===== src/rtl/leibniz_pkg.sv =====
// Shared types and defaults for the time-shared Leibniz pi series scheduler.
package leibniz_pkg;

    localparam int NBITS_DEF   = 64;
    localparam int DIV_LAT_DEF = 4;
    localparam int TBITS_DEF   = 16;

    localparam logic [1:0] IDLE  = 2'd0;
    localparam logic [1:0] ISSUE = 2'd1;
    localparam logic [1:0] DRAIN = 2'd2;
    localparam logic [1:0] DONE  = 2'd3;

    typedef struct packed {
        logic valid;
        logic sign;
    } tag_t;

endpackage


===== src/rtl/leibniz_tag_pipe.sv =====
// Shift register of {valid, sign} tags that travels in lockstep with the divider pipeline.
module leibniz_tag_pipe
    import leibniz_pkg::*;
#(
    parameter int DEPTH = DIV_LAT_DEF
) (
    input  logic clk,
    input  logic clear,
    input  logic in_valid,
    input  logic in_sign,
    output logic out_valid,
    output logic out_sign,
    output logic any_valid,
    output logic upstream_valid
);

    tag_t stages [DEPTH];

    always_ff @(posedge clk) begin
        if (clear) begin
            for (int i = 0; i < DEPTH; i++) stages[i] <= '0;
        end else begin
            stages[0] <= '{valid: in_valid, sign: in_sign};
            for (int i = 1; i < DEPTH; i++) stages[i] <= stages[i-1];
        end
    end

    assign out_valid = stages[DEPTH-1].valid;
    assign out_sign  = stages[DEPTH-1].sign;

    // upstream_valid ignores the output stage: those tags still have cycles to travel.
    always_comb begin
        any_valid      = 1'b0;
        upstream_valid = 1'b0;
        for (int i = 0; i < DEPTH; i++) any_valid = any_valid | stages[i].valid;
        for (int i = 0; i < DEPTH - 1; i++) upstream_valid = upstream_valid | stages[i].valid;
    end

endmodule


===== src/rtl/leibniz_term_scheduler.sv =====
// Feeds one shared pipelined divider with Leibniz terms NUMER/(2k+1) and
// accumulates the returning quotients with alternating sign.
module leibniz_term_scheduler
    import leibniz_pkg::*;
#(
    parameter int NBITS   = NBITS_DEF,
    parameter int DIV_LAT = DIV_LAT_DEF,
    parameter int TBITS   = TBITS_DEF
) (
    input  logic             clk,
    input  logic             reset,
    input  logic             start,
    input  logic [TBITS-1:0] n_terms,
    input  logic [NBITS-1:0] numer,
    output logic [NBITS-1:0] div_number,
    output logic [NBITS-1:0] div_denom,
    output logic             div_en,
    input  logic [NBITS-1:0] div_quotient,
    output logic             busy,
    output logic             done,
    output logic [NBITS-1:0] pi_result,
    output logic [TBITS-1:0] terms_done
);

    logic [1:0]              state;
    logic [1:0]              state_next;
    logic [NBITS-1:0]        k;
    logic [NBITS-1:0]        numer_lat;
    logic [TBITS-1:0]        n_lat;
    logic signed [NBITS-1:0] pi_acc;
    logic                    issue;
    logic                    last_term;
    logic                    launch;
    logic                    tail_valid;
    logic                    tail_sign;
    logic                    any_valid;
    logic                    upstream_valid;

    function automatic logic signed [NBITS-1:0] acc_step(
        input logic signed [NBITS-1:0] acc,
        input logic [NBITS-1:0]        quot,
        input logic                    neg
    );
        acc_step = neg ? acc - $signed(quot) : acc + $signed(quot);
    endfunction

    assign issue     = (state == ISSUE);
    assign last_term = (k == NBITS'(n_lat) - NBITS'(1));
    // The pipe is always empty in IDLE/DONE; the guard keeps a restart from mixing runs.
    assign launch    = start && ((state == IDLE) || (state == DONE)) && !any_valid;

    always_comb begin
        state_next = state;
        case (state)
            IDLE, DONE: if (launch) state_next = (n_terms != '0) ? ISSUE : DONE;
            ISSUE:      if (last_term) state_next = DRAIN;
            // Only the output-stage tag may remain; it is accumulated on this same edge.
            DRAIN:      if (!upstream_valid) state_next = DONE;
            default:    state_next = IDLE;
        endcase
    end

    always_ff @(posedge clk) begin
        if (reset) begin
            state      <= IDLE;
            done       <= 1'b0;
            k          <= '0;
            n_lat      <= '0;
            numer_lat  <= '0;
            pi_acc     <= '0;
            terms_done <= '0;
        end else begin
            state <= state_next;
            done  <= (state_next == DONE) && ((state != DONE) || launch);
            if (launch) begin
                numer_lat  <= numer;
                n_lat      <= n_terms;
                k          <= '0;
                pi_acc     <= '0;
                terms_done <= '0;
            end else begin
                if (issue) k <= k + 1'b1;
                if (tail_valid) begin
                    pi_acc     <= acc_step(pi_acc, div_quotient, tail_sign);
                    terms_done <= terms_done + 1'b1;
                end
            end
        end
    end

    leibniz_tag_pipe #(
        .DEPTH(DIV_LAT)
    ) u_tag_pipe (
        .clk           (clk),
        .clear         (reset),
        .in_valid      (issue),
        .in_sign       (k[0]),
        .out_valid     (tail_valid),
        .out_sign      (tail_sign),
        .any_valid     (any_valid),
        .upstream_valid(upstream_valid)
    );

    assign div_en     = issue;
    assign div_number = numer_lat;
    assign div_denom  = {k[NBITS-2:0], 1'b1};
    assign busy       = issue || (state == DRAIN);
    assign pi_result  = pi_acc;

endmodule


===== config.mk =====
export PLATFORM = sky130hd
export DESIGN_NAME = leibniz_term_scheduler
export DESIGN_NICKNAME = d
export VERILOG_FILES = /design/src/rtl/leibniz_pkg.sv /design/src/rtl/leibniz_tag_pipe.sv /design/src/rtl/leibniz_term_scheduler.sv
export SDC_FILE = /design/constraint.sdc
export NUM_CORES = 1
export LEC_CHECK = 0
export ABC_AREA = 0
export BUFFER_PORTS_ARGS = -buffer_cell sky130_fd_sc_hd__clkbuf_2
export CAP_MARGIN = 30
export CORE_ASPECT_RATIO = 1.5
export CORE_MARGIN = 2
export CORE_UTILIZATION = 45
export DETAILED_ROUTE_END_ITERATION = 8
export PLACE_DENSITY = 0.68
export SYNTH_ARGS = -nofsm -noshare
export SYNTH_HDL_FRONTEND = slang
export SYNTH_SLANG_ARGS = --single-unit

===== constraint.sdc =====
create_clock -name clk -period 4.4 [get_ports clk]
set_input_delay 0.22 -clock clk [delete_from_list [all_inputs] [get_ports clk]]
set_output_delay 0.22 -clock clk [all_outputs]
set_load 0.01 [all_outputs]

==> flow_summary_export.csv <==
group,metric,value,unit
sta,finalSetupViolCount,0,
worst_setup_path,r2r_cells,14,
global_route,overflow,0,
worst_setup_path,critical_path_buf_inv_count,5,
place,dpl_cell_area,18100,um^2
cts,cts_buffers,26,
logic_synthesis,ys_ff_latch,235,
place,port_buffers,356,
layout,final_area,19900,um^2
drt,route.detailed.drc,0,
cts,path_clk_slew,0.06,ns
logic_synthesis,synth-edff-count,0,
layout,layout-drive-gt1-share,25.3,%
cts,h-tree-depth,1,
pwr,p_per_area,285,nW/um^2
logic_synthesis,synth-seq-area-share,31.2,%
hold_path,hold_start,"div_quotient[0]",
place,place_congestion,0.944,
logic_synthesis,ys_warn_count,0,
floorplan,die_y,228,um
worst_setup_path,required,4.87,ns
worst_setup_path,cpPeakStageDelay,0.70,ns
cts,numClockSinks,235,
sta,fmax,237,MHz
layout,layout_commonest_cell,"clkbuf_2",
global_route,grt_max_degree,89,
drt,antenna_left,0,
global_route,grt_util_all_layers,26.7,%
worst_setup_path,worstPathArrival,4.69,ns
logic_synthesis,synth_flop_cell,"dfxtp_1",
global_route,grt_pass1_vias,16100,
floorplan,coreArea,33200,um^2
logic_synthesis,syn_inst,1958,
floorplan,die_w,153,um
logic_synthesis,synth_fp_nets,2176,
pwr,total_power,0.00568,W
sta,hold_viol_final,0,
logic_synthesis,synth_cell_type_count,71,
drt,drtIter0Drc,743,
cts,post-cts-setup-buffers,0,
drt,num_vias,15800,
sta,min_period_over_period,95.9,%
worst_setup_path,cpMaxStageDelayCell,"or4b_2",
sta,finalMaxSlewViolations,0,
sta,slew_headroom,40.6,%
global_route,grt_pass1_wl,78200,um
cts,max-clock-path-buffers,3,
layout,num-nets-final,2684,
sta,worst_pin_slew,0.892,ns
floorplan,num_rows,82,
drt,routedWlPerCell,16.9,um
pwr,vdd_drop_max,0.382,mV
logic_synthesis,async_flop_share,0,%
worst_setup_path,crit_chain,"clkbuf_2, nor4_2, buf_4, and4bb_2, and2_2, nand2_1, nor2_1, buf_4, a21oi_1, xnor2_1, ha_1, nand2_1, o21a_1, o21ai_0, a21oi_1, or4b_2, a21oi_1, nor3_1, buf_4, o31ai_2, buf_4, a31oi_1, xor2_1, o21ai_0",
cts,cts_tree,"built",
pwr,leakage,8.94,nW
hold_path,hold_end,"pi_result[0]$_SDFFE_PP0P_",
layout,n_antenna_cell,0,
layout,most-common-layout-cells,"clkbuf_2, nand2_1, dfxtp_1",
drt,viasPerCell,5.42,
place,dp_hpwl,36600,um
worst_setup_path,path_delay_family,"simple AND/OR/NAND/NOR gates",
worst_setup_path,start_kind,"input pin",
worst_setup_path,r2r_end,"pi_result[45]$_SDFFE_PP0P_",
logic_synthesis,syn_area,15100,um^2
hold_path,hold_class,"input pin to flop",
sta,period_needed,4.22,ns
cts,clk_latency,0.54,ns
floorplan,dieArea,35000,um^2
worst_setup_path,regToRegSetupSlack,0.33,ns
worst_setup_path,cp-end-kind,"flop",
drt,wl,49200,um
floorplan,num_io_pins,358,
worst_setup_path,reg2reg_from,"u_tag_pipe.stages[0][6]$_SDFF_PP0_",
floorplan,start_util,45.3,%
drt,dr.pass1.iters,5,
status,status,"complete, no violations",
logic_synthesis,avgSynthCellArea,7.70,um^2
worst_setup_path,worst-path-max-fanout,4,
sta,fin_skew,0.0115,ns
flow_run,maxCapViolCount,0,
worst_setup_path,crit_top_cell,"buf_4",
worst_setup_path,worstSetupPathType,"input pin to flop",
cts,root_buffer,"clkbuf_16",
layout,area_delta_synth_final,31.9,%
hold_path,hold_path_depth,3,
global_route,antenna_found_initial,0,
## per-stage QoR
step	setup slack [ns]	utilization, %	TNS, ns	hold slack (ns)	std cells
4_1_cts	0.0245	59.7	0	0.00721	2906
5_1_grt	-0.0539	59.8	-0.141	0.0421	2906
2_1_floorplan	0.0237	-	0	0.356	1958
3_3_place_gp	-0.599	54.3	-6.41	0.418	2777
3_5_place_dp	-0.627	54.3	-7.54	0.425	2777
6_report	0.180	59.8	0	0.0348	2906
## state kept, by name (all words and copies together) (netlist names)
register / count
div_number: 64
k: 64
pi_result: 64
n_lat: 16
terms_done: 16
u_tag_pipe.stages: 8
state: 2
done: 1
## worst reg2reg max path, stage by stage (launching register included)
cell and delay, ns:
dfxtp_2 0.41, mux2i_1 0.36, ha_1 0.29, nor2b_1 0.15, o31ai_1 0.65, a21o_1 0.27
a31oi_1 0.13, buf_4 0.17, o211ai_1 0.33, o21a_1 0.21, buf_4 0.14, o21ai_0 0.13
a211oi_1 0.44, nor2_1 0.07, a32o_1 0.22
## synthesized netlist by cell type, types with 3 or more instances
library cell,count,share of area (%)
a211oi_1,9,0.45
a21o_1,48,2.4
a21oi_1,210,7.0
a221oi_1,3,0.17
a31oi_1,17,0.71
a41oi_1,3,0.17
and2_1,16,0.66
and3_1,22,0.91
and4_1,7,0.41
buf_1,8,0.20
buf_2,4,0.13
buf_4,65,3.2
clkbuf_1,77,1.9
dfxtp_1,235,31
ha_1,70,5.8
inv_1,41,1.0
mux2i_1,53,3.5
nand2_1,263,6.5
nand2b_1,12,0.50
nand3_1,63,2.1
nand3b_1,3,0.15
nand4_1,35,1.5
nor2_1,223,5.6
nor2b_1,16,0.66
nor3_1,34,1.1
nor3b_1,4,0.20
nor4_1,28,1.2
o211ai_1,7,0.35
o21a_1,7,0.35
o21ai_0,69,2.3
o21bai_1,13,0.65
o31ai_1,8,0.40
o41ai_1,3,0.17
or2_2,4,0.17
or3_1,23,0.95
or4_1,6,0.30
xnor2_1,123,7.1
xor2_1,85,4.9
## worst max path at each step
stage / start / to / slack (ns) / cells past startpoint
2_1_floorplan: div_quotient[5] / pi_result[62]$_SDFFE_PP0P_ / 0.02 / 19
3_3_place_gp: div_quotient[5] / pi_result[63]$_SDFFE_PP0P_ / -0.60 / 22
6_report: div_quotient[5] / pi_result[62]$_SDFFE_PP0P_ / 0.18 / 24
4_1_cts: div_quotient[5] / pi_result[62]$_SDFFE_PP0P_ / 0.02 / 24
5_1_grt: div_quotient[5] / pi_result[63]$_SDFFE_PP0P_ / -0.05 / 23
3_5_place_dp: div_quotient[5] / pi_result[63]$_SDFFE_PP0P_ / -0.63 / 22
## kinds of logic (layout without fill, tap and decap cells)
family	count (synthesis)	in the layout	share of synthesized area, %
AO/OA/AOI/OAI	415	415	16.2
XOR/XNOR	208	208	12.1
adder cells (fa/ha/maj)	71	71	5.94
buffers and inverters	196	724	6.58
flip-flops	235	235	31.2
multiplexers	53	53	3.52
other	1	1	0.0249
AND/OR/NAND/NOR	779	779	24.4
## power breakdown
group / internal [W] / total, W / switching (W)
Combinational: 0.000434 / 0.00101 / 0.000579
Sequential: 0.00220 / 0.00226 / 0.0000594
Clock: 0.00145 / 0.00240 / 0.000949
Total: 0.00409 / 0.00568 / 0.00159
## repair_timing
item | 4_1_cts | 5_1_grt
hold buffers | 81 | 0
cloned | 0 | 0
resized for setup | 3 | 10
hold endpoints to repair | 84 | 0
setup endpoints to repair | 3 | 16
## metal layers
| metal | track usage (%) | up-vias | routed length (um) |
|---|---|---|---|
| met5 | 0 | - | 0 |
| met4 | 12.9 | 0 | 2310 |
| met3 | 4.20 | 143 | 2990 |
| met2 | 50.4 | 522 | 25600 |
| met1 | 28.7 | 7349 | 18300 |
| li1 | - | 7742 | - |
## area by class of cell
type,instances,area [um^2]
clock buffers,36,759
multi-input cells,1527,9460
repair buffers,635,4090
flip-flops and latches,235,4710
well taps,420,526
clock inverters,12,183
inverters,41,154
fillers,3061,13400
(Power assumes the default switching activity.)
